**src/rtl/enum_index_read_arbiter_if.sv**
```systemverilog
// Request/response/table-write bundle for enum_index_read_arbiter.
// Optional OOB flag ports are present when ENUM_INDEX_ARB_OOB_FLAG_EN is defined.
interface enum_index_read_arbiter_if #(
  parameter int unsigned NREQ = 4,
  parameter int unsigned DW   = 32,
  parameter int unsigned IDW  = 3
);
  logic [NREQ-1:0]   req_valid;
  logic [2*NREQ-1:0] req_sel;
  logic [NREQ-1:0]   req_ready;
  logic              wr_en;
  logic [1:0]        wr_addr;
  logic [DW-1:0]     wr_data;
  logic              rsp_valid;
  logic              rsp_ready;
  logic [IDW-1:0]    rsp_id;
  logic [DW-1:0]     rsp_data;
`ifdef ENUM_INDEX_ARB_OOB_FLAG_EN
  logic              rsp_oob;
  logic [15:0]       oob_count;

  modport master (
    output req_valid, req_sel, wr_en, wr_addr, wr_data, rsp_ready,
    input  req_ready, rsp_valid, rsp_id, rsp_data, rsp_oob, oob_count
  );
  modport slave (
    input  req_valid, req_sel, wr_en, wr_addr, wr_data, rsp_ready,
    output req_ready, rsp_valid, rsp_id, rsp_data, rsp_oob, oob_count
  );
`else
  modport master (
    output req_valid, req_sel, wr_en, wr_addr, wr_data, rsp_ready,
    input  req_ready, rsp_valid, rsp_id, rsp_data
  );
  modport slave (
    input  req_valid, req_sel, wr_en, wr_addr, wr_data, rsp_ready,
    output req_ready, rsp_valid, rsp_id, rsp_data
  );
`endif
endinterface

```
**src/rtl/enum_index_read_arbiter.sv**
```systemverilog
// Round-robin arbiter sharing a 4x DW lookup table, read at clamp(sel+1, 3).
// Optional: ENUM_INDEX_ARB_OOB_FLAG_EN adds rsp_oob and a saturating oob_count.
module enum_index_read_arbiter #(
  parameter int unsigned NREQ = 4,
  parameter int unsigned DW   = 32,
  parameter int unsigned IDW  = 3
) (
  input  logic clk,
  input  logic rst_n,
  enum_index_read_arbiter_if.slave bus
);
  localparam int unsigned NSLOT   = 1 << IDW;
  localparam int unsigned ENTRIES = 4;

  logic [DW-1:0]    tbl [ENTRIES];
  logic [IDW-1:0]   ptr_q;
  logic [NSLOT-1:0] valid_ext;
  logic [1:0]       sel_arr [NSLOT];
  logic             can_accept;
  logic             found;
  logic             xfer;
  logic [IDW-1:0]   cand;
  logic [IDW-1:0]   win_id;
  logic [1:0]       win_sel;
  logic [2:0]       idx_raw;
  logic [1:0]       idx;

  // Pad requester vectors to the full id space so ids index them exactly.
  always_comb begin
    valid_ext = NSLOT'(bus.req_valid);
    for (int unsigned i = 0; i < NSLOT; i++) sel_arr[i] = 2'd0;
    for (int unsigned i = 0; i < NREQ; i++) sel_arr[i] = bus.req_sel[2*i +: 2];
  end

  // Search from the pointer upward, wrapping at NREQ; first valid wins.
  always_comb begin
    can_accept    = !bus.rsp_valid || bus.rsp_ready;
    found         = 1'b0;
    win_id        = '0;
    cand          = '0;
    bus.req_ready = '0;
    for (int unsigned k = 0; k < NREQ; k++) begin
      cand = IDW'((32'(ptr_q) + k) % NREQ);
      if (!found && valid_ext[cand]) begin
        found  = 1'b1;
        win_id = cand;
      end
    end
    xfer = found && can_accept && rst_n;
    if (xfer) bus.req_ready = NREQ'(1) << win_id;
  end

  assign win_sel = sel_arr[win_id];
  assign idx_raw = {1'b0, win_sel} + 3'd1;
  assign idx     = (idx_raw > 3'd3) ? 2'd3 : idx_raw[1:0];

  always_ff @(posedge clk or negedge rst_n) begin
    if (!rst_n) begin
      for (int i = 0; i < int'(ENTRIES); i++) tbl[i] <= '0;
    end else if (bus.wr_en) begin
      tbl[bus.wr_addr] <= bus.wr_data;
    end
  end

  // Single-entry output register; a grant replaces a draining response in place.
  always_ff @(posedge clk or negedge rst_n) begin
    if (!rst_n) begin
      bus.rsp_valid <= 1'b0;
      bus.rsp_id    <= '0;
      bus.rsp_data  <= '0;
      ptr_q         <= '0;
    end else if (xfer) begin
      bus.rsp_valid <= 1'b1;
      bus.rsp_id    <= win_id;
      bus.rsp_data  <= tbl[idx];
      ptr_q         <= IDW'((32'(win_id) + 32'd1) % NREQ);
    end else if (bus.rsp_ready) begin
      bus.rsp_valid <= 1'b0;
    end
  end

`ifdef ENUM_INDEX_ARB_OOB_FLAG_EN
  logic [15:0] oob_cnt_q;

  always_ff @(posedge clk or negedge rst_n) begin
    if (!rst_n) begin
      bus.rsp_oob <= 1'b0;
      oob_cnt_q   <= '0;
    end else if (xfer) begin
      bus.rsp_oob <= idx_raw[2];
      if (idx_raw[2] && (oob_cnt_q != 16'hFFFF)) oob_cnt_q <= oob_cnt_q + 16'd1;
    end
  end

  assign bus.oob_count = oob_cnt_q;
`endif
endmodule
```
**src/flat_wrapper.sv**
```systemverilog
// flat-port wrapper written by rule: the top's interface ports become plain ports
module enum_index_read_arbiter_flat 
#(
  parameter int unsigned NREQ = 4,
  parameter int unsigned DW   = 32,
  parameter int unsigned IDW  = 3
)
  (clk, rst_n, bus_req_valid, bus_req_sel, bus_wr_en, bus_wr_addr, bus_wr_data, bus_rsp_ready, bus_req_ready, bus_rsp_valid, bus_rsp_id, bus_rsp_data);
  enum_index_read_arbiter_if #(.NREQ(NREQ), .DW(DW), .IDW(IDW)) bus_i ();
  input  logic clk;
  input  logic rst_n;
  input wire logic [$bits(bus_i.req_valid)-1:0] bus_req_valid;
  input wire logic [$bits(bus_i.req_sel)-1:0] bus_req_sel;
  input wire logic [$bits(bus_i.wr_en)-1:0] bus_wr_en;
  input wire logic [$bits(bus_i.wr_addr)-1:0] bus_wr_addr;
  input wire logic [$bits(bus_i.wr_data)-1:0] bus_wr_data;
  input wire logic [$bits(bus_i.rsp_ready)-1:0] bus_rsp_ready;
  output wire logic [$bits(bus_i.req_ready)-1:0] bus_req_ready;
  output wire logic [$bits(bus_i.rsp_valid)-1:0] bus_rsp_valid;
  output wire logic [$bits(bus_i.rsp_id)-1:0] bus_rsp_id;
  output wire logic [$bits(bus_i.rsp_data)-1:0] bus_rsp_data;
  assign bus_i.req_valid = bus_req_valid;
  assign bus_i.req_sel = bus_req_sel;
  assign bus_i.wr_en = bus_wr_en;
  assign bus_i.wr_addr = bus_wr_addr;
  assign bus_i.wr_data = bus_wr_data;
  assign bus_i.rsp_ready = bus_rsp_ready;
  assign bus_req_ready = bus_i.req_ready;
  assign bus_rsp_valid = bus_i.rsp_valid;
  assign bus_rsp_id = bus_i.rsp_id;
  assign bus_rsp_data = bus_i.rsp_data;
  enum_index_read_arbiter #(.NREQ(NREQ), .DW(DW), .IDW(IDW)) u_core (.clk(clk), .rst_n(rst_n), .bus(bus_i));
endmodule
```
**config.mk**
```make
export PLATFORM = sky130hd
export DESIGN_NAME = enum_index_read_arbiter_flat
export DESIGN_NICKNAME = d
export VERILOG_FILES = /design/src/rtl/enum_index_read_arbiter_if.sv /design/src/rtl/enum_index_read_arbiter.sv /design/src/flat_wrapper.sv
export SDC_FILE = /design/constraint.sdc
export NUM_CORES = 1
export LEC_CHECK = 0
export ABC_AREA = 1
export CORE_MARGIN = 5
export CORE_UTILIZATION = 54
export CTS_CLUSTER_SIZE = 16
export DETAILED_ROUTE_END_ITERATION = 16
export PLACE_DENSITY = 0.83
export SYNTH_ARGS = -nofsm -noshare
export SYNTH_HDL_FRONTEND = slang
export SYNTH_SLANG_ARGS = --single-unit
```
**constraint.sdc**
```tcl
create_clock -name clk -period 2.4 [get_ports clk]
set_input_delay 0.24 -clock clk [delete_from_list [all_inputs] [get_ports clk]]
set_output_delay 0.24 -clock clk [all_outputs]
set_load 0.02 [all_outputs]
```
Yosys cells after proc, flatten, opt, wreduce, memory -nomap -nowiden:

Index checks and enable logic that the tools add are counted.

* add/sub/neg operators: 5
* multiply operators: 0
* div/mod/pow operators: 0
* order comparisons: 9
* equal/unequal tests: 0
* shift-type cells: 1
* muxes and demuxes: 29
* bitwise gates (word level): 3
* reductions and logical operators: 12

Operators with widths (number)
* bitwise mux 128 bit: 1
* two-way mux 32 bit: 3
* binary-select mux 32 bit (select 2 bit): 1
* demux 32 bit (select 2 bit): 1
* < comparator 2 x 4 -> 1 bit, second input constant: 4
* two-way mux 2 bit: 7
* two-way mux 1 bit: 10
* binary-select mux 1 bit (select 2 bit): 4
* binary-select mux 2 bit (select 3 bit): 1
* >= comparator 3 bit, second input constant: 2
* logical AND 1 bit: 6
* NOT 2 -> 3 bit: 2
* adder 2 x 1 -> 2 bit, second input constant: 2
* adder 2 bit, second input constant: 2
* >= comparator 4 bit, second input constant: 1
* logical NOT 1 bit: 4
* two-way mux 4 bit: 1
* NOT 2 -> 4 bit: 1
* << shifter 1 x 2 -> 4 bit, first input constant: 1
* adder 2 x 1 -> 3 bit, second input constant: 1
* greater-than comparator 3 x 2 -> 1 bit, second input constant: 1
* < comparator 3 x 1 -> 1 bit, second input constant: 1
* nonzero test 2 bit: 1
* logical OR 1 bit: 1

* register bits after elaboration: 166
* bits in latches: 0
* memory bits (writable): 0
* ROM bits: 0
* input port bits: 50
* output and inout port bits: 40
* logic and storage cells: 67
* memories kept: 0

Longest topological paths before layout:

* depth in word-level cells: 23
* gate-level depth with buffers: 19
* gate-level depth less buffers: 17

Worst setup path before layout:

OpenSTA, ideal clock, no wires.

* path kind: reg2out
* start: register u_core.ptr_q[0]
* end: output bus_req_ready[2]
* arrival: 1.763 ns
* required time: 2.160 ns
* setup slack: 0.397 ns
* cell stages (with the launch flop): 14
* path buffers: 1
* path through: dfrtp_1 > buf_6 > inv_4 > nand2_1 > nand3_1 > nand2_2 > nor2_4 > nand3_1 > nand3_2 > nand2_4 > inv_4 > ha_1 > inv_1 > nor2_1

* elaborated cells between the ends (all ways): 29
* those cells by class: add/sub (3); shift (1); mux (17); reduce/logical (8)

RTL lines
* start, declared: line enum_index_read_arbiter.sv:16 `logic [IDW-1:0] ptr_q;`
* start signal, assigned: line enum_index_read_arbiter.sv:76 `ptr_q <= IDW'((32'(win_id) + 32'd1) % NREQ);`
* branches (longest 11 deep; another with adder 2 x 1 -> 2 bit)
* two-way mux 2 bit *: line enum_index_read_arbiter.sv:44 `if (!found && valid_ext[cand]) begin`
* net u_core.win_id[1]: line enum_index_read_arbiter.sv:23 `logic [IDW-1:0] win_id;`
* << shifter 1 x 2 -> 4 bit *: line enum_index_read_arbiter.sv:50 `if (xfer) bus.req_ready = NREQ'(1) << win_id;`
* two-way mux 4 bit *: line enum_index_read_arbiter.sv:50
* end, declared: line flat_wrapper.sv:18 `output wire logic [$bits(bus_i.req_ready)-1:0] bus_req_ready;`

Mark *: on every way through the listed nets, which the timed path passes. The select of a mux whose other input is x is not followed.

Worst setup path in the final report:

Ends and elaborated chain as after synthesis.

==> flow_summary_export.csv <==
group,metric,value,unit
route,drt-initial-drc-count,505,
synthesis,synth.most_common_cell,"nand2_1",
sta,max-slew-margin-rel,50.2,%
global_routing,grt_pass1_vias,5500,
floorplan,start_util,54.5,%
floorplan,core.rowCount,40,
global_routing,grt_overflow,0,
cells_and_area,nets,978,
sta,period_share,101,%
worst_setup_path,criticalPathCategory,"reg -> out",
placement,dp_hpwl,9510,µm
route,drt_pre_antenna_iters,5,
cts,cts-htree-levels,4,
sta,final-hold-violation-count,0,
worst_setup_path,regToRegStartpoint,"u_core.ptr_q[0]",
worst_setup_path,crit_family,"simple AND/OR/NAND/NOR gates",
sta,fmax,0.413,GHz
cts,cts-root-buf,"clkbuf_16",
worst_setup_path,start_kind,"register",
floorplan,die_w,119,µm
placement,numPlacedInstances,1034,
cells_and_area,area_growth,37.5,%
worst_setup_path,crit_chain,"inv_4 -> nand2_1 -> nand3_2 -> nand2_2 -> nor2_4 -> nand2_1 -> nand3_2 -> nand2_4 -> inv_4 -> ha_1 -> inv_1 -> nor2_1 -> buf_4",
global_routing,grt_max_degree,134,
power_and_ir_drop,seqPwrFrac,20.1,%
synthesis,synth_area,6470,µm²
sta,finalCriticalPeriod,2.42,ns
synthesis,synth_top_area_share,51.5,%
placement,dp_slack,-0.230,ns
worst_setup_path,cp-end-kind,"primary output",
synthesis,synth.distinct_cells,23,
cts,cts_sinks,133,
synthesis,yosys_register_bits,133,
cells_and_area,antenna_cells,0,
worst_setup_path,path_max_fanout,6,
global_routing,track_usage,22.4,%
status,status,"finished with violations",
cts,cts_buffer_depth,2,
route,avgRoutedWirePerCell,16.4,µm
cells_and_area,drive_gt1_share,23.5,%
power_and_ir_drop,ir_worst_vdd,1.10,mV
synthesis,ys_async_sr_fraction,100,%
sta,worst_slew_pin_slew,0.747,ns
worst_setup_path,worstRegToRegCells,16,
cts,cts_tree,"yes",
route,vias,5877,
power_and_ir_drop,internal-power,8.87,mW
worst_setup_path,max_stage_delay,0.46,ns
power_and_ir_drop,pwr-share-comb,62.5,%
power_and_ir_drop,pwr-share-clk,17.4,%
synthesis,yosys_warnings,0,
synthesis,syn_inst,809,
worst_setup_path,slowest_stage,"dfrtp_2",
route,wl,17800,µm
floorplan,die_y,119,µm
worst_setup_path,path_buf_inv,4,
route,drc,0,
power_and_ir_drop,p_switching,6.99,mW
sta,skew,0.00824,ns
cts,insertion_delay,0.41,ns
cells_and_area,final_cells,1084,
power_and_ir_drop,leakage,4.44,nW
worst_setup_path,crit_required,2.16,ns
power_and_ir_drop,power,15.9,mW
synthesis,yosysTopAreaCell,"dfrtp_1",
power_and_ir_drop,switching_share,44.1,%
floorplan,core-area,11900,µm²
sta,whs,0.418,ns
floorplan,die-area,14300,µm²
cts,path_clk_slew,0.06,ns
synthesis,syn-num-nets,863,
synthesis,synth_edf_count,0,
sta,rsz0062_at_grt,"true",
worst_setup_path,r2r_slack,0.01,ns
synthesis,synth_top_flop_cell,"dfrtp_1",
min_path,min_path_type,"in -> reg",
synthesis,avgSynthCellArea,8.00,µm²
flow_run,maxCapViolCount,0,
power_and_ir_drop,powerDensity,1780,nW/µm²
sta,final_max_slew_viol_count,0,
synthesis,synth_common_cells,"207 x nand2_1, 133 x dfrtp_1, 106 x nand3_1",
cts,cts_buffers,17,
status,violations,"setup timing",
synthesis,seq_area_frac_synth,51.5,%
sta,fin_ws,-0.0226,ns
placement,port_buffers,88,
worst_setup_path,arrival,2.18,ns
floorplan,ios,90,
synthesis,synth_area_leaders,"dfrtp_1 51%, nand2_1 12%, nand3_1 8.2%, o21ai_0 7.8%, inv_1 4.9%",
min_path,min_path_cells,3,
worst_setup_path,r2r_end,"u_core.bus.rsp_data[20]",
route,antenna_left,0,
cells_and_area,final_util,75.0,%
global_routing,grt_pass1_wl,26100,µm
global_routing,antenna_found_initial,0,
placement,gp_congestion,0.860,
min_path,hold_start,"bus_wr_data[15]",
min_path,hold_path_end,"u_core.tbl[47]",
sta,setup_violations,2,
route,vias_per_cell,5.42,
[layout make-up]
cell class                 instances  area [µm²]
clock buffer                      20         457
clock inverter                    12         178
fill                             822        2960
inverter                          88         335
multi-input combinational        544        2860
sequential                       133        3330
tap                              147         184
timing repair buffer             140        1550
[sequential cells by signal (all words and copies together) (netlist names)]
signal and count:
u_core.tbl 96, u_core.bus.rsp_data 32, u_core.bus.rsp_id 2, u_core.ptr_q 2, u_core.bus.rsp_valid 1
[per-layer routing]
metal	wire length (µm)	part of all wire, %	track usage (%)	up-vias
met5	0	0	0	-
met1	7260	41	30.0	2789
met2	8900	50	36.2	272
met4	350	2.0	6.73	0
li1	-	-	-	2783
met3	1250	7.1	5.51	33
[power by group through the flow]
stage          registers, mW  logic [mW]  clock network, mW
4_1_cts                 3.15        7.55               2.77
3_3_place_gp            3.16        7.32                  0
2_1_floorplan           3.49        4.57                  0
3_5_place_dp            3.18        7.42                  0
6_report                3.20        9.91               2.76
5_1_grt                 3.26        10.6               2.88
[cells in the final DEF, fill, tap and decap left out, types with 14 or more instances in the layout]
master	instances
nand3_1	67
clkbuf_16	22
buf_4	25
dfrtp_1	131
buf_6	14
or2_2	32
nand3_2	41
o21ai_0	101
clkdlybuf4s50_1	83
inv_1	80
nand2_2	29
nor2_1	63
nand2_1	181
[through the flow]
| stage | cell area (µm²) | setup TNS, ns |
|---|---|---|
| floorplan | 6470 | 0 |
| global placement | 7690 | -0.832 |
| detailed placement | 7690 | -2.83 |
| CTS | 8340 | -0.00693 |
| global route | 8900 | -3.57 |
| finish | 8900 | -0.0301 |
[logic make-up after synthesis]
kind of cell / after synthesis / synth area share, %
buf+inv: 133 / 9.21
flops: 133 / 51.5
other cells: 1 / 0.0580
compound gates: 101 / 7.81
fa+ha+maj: 4 / 0.774
simple gates: 437 / 30.7
[how the worst max path moves through the flow]
| stage | start | to | slack (ns) | cells past startpoint |
|---|---|---|---|---|
| after floorplan | u_core.ptr_q[0] | bus_req_ready[2] | 0.40 | 13 |
| after global placement | bus_req_valid[1] | bus_req_ready[2] | -0.18 | 14 |
| after detailed placement | bus_req_valid[1] | bus_req_ready[2] | -0.23 | 14 |
| after CTS | u_core.ptr_q[0] | bus_req_ready[2] | -0.007 | 14 |
| after global routing | u_core.ptr_q[0] | u_core.bus.rsp_data[31] | -0.19 | 17 |
| final | u_core.ptr_q[0] | bus_req_ready[2] | -0.02 | 13 |
[repair_timing]
action,CTS,global route
buffers inserted,2,7
pin swaps,2,25
hold buffers,1,0
gates resized for setup,24,94
endpoints found under the setup margin,6,36
hold endpoints to repair,91,0
cloned,0,8
[worst register-to-register path: stages (launching register included)]
cell	delay (ns)
dfrtp_2	0.46
inv_4	0.11
nand2_1	0.10
nand3_2	0.11
nand2_2	0.09
nor2_4	0.18
nand3_4	0.11
nand3_4	0.13
buf_6	0.15
nand2_4	0.05
nand3_4	0.16
nand2_8	0.14
clkbuf_16	0.20
nand3_2	0.06
nand2_1	0.06
nor2_1	0.11
nor2_1	0.05
Note: power is estimated with default switching activity, not from simulation.
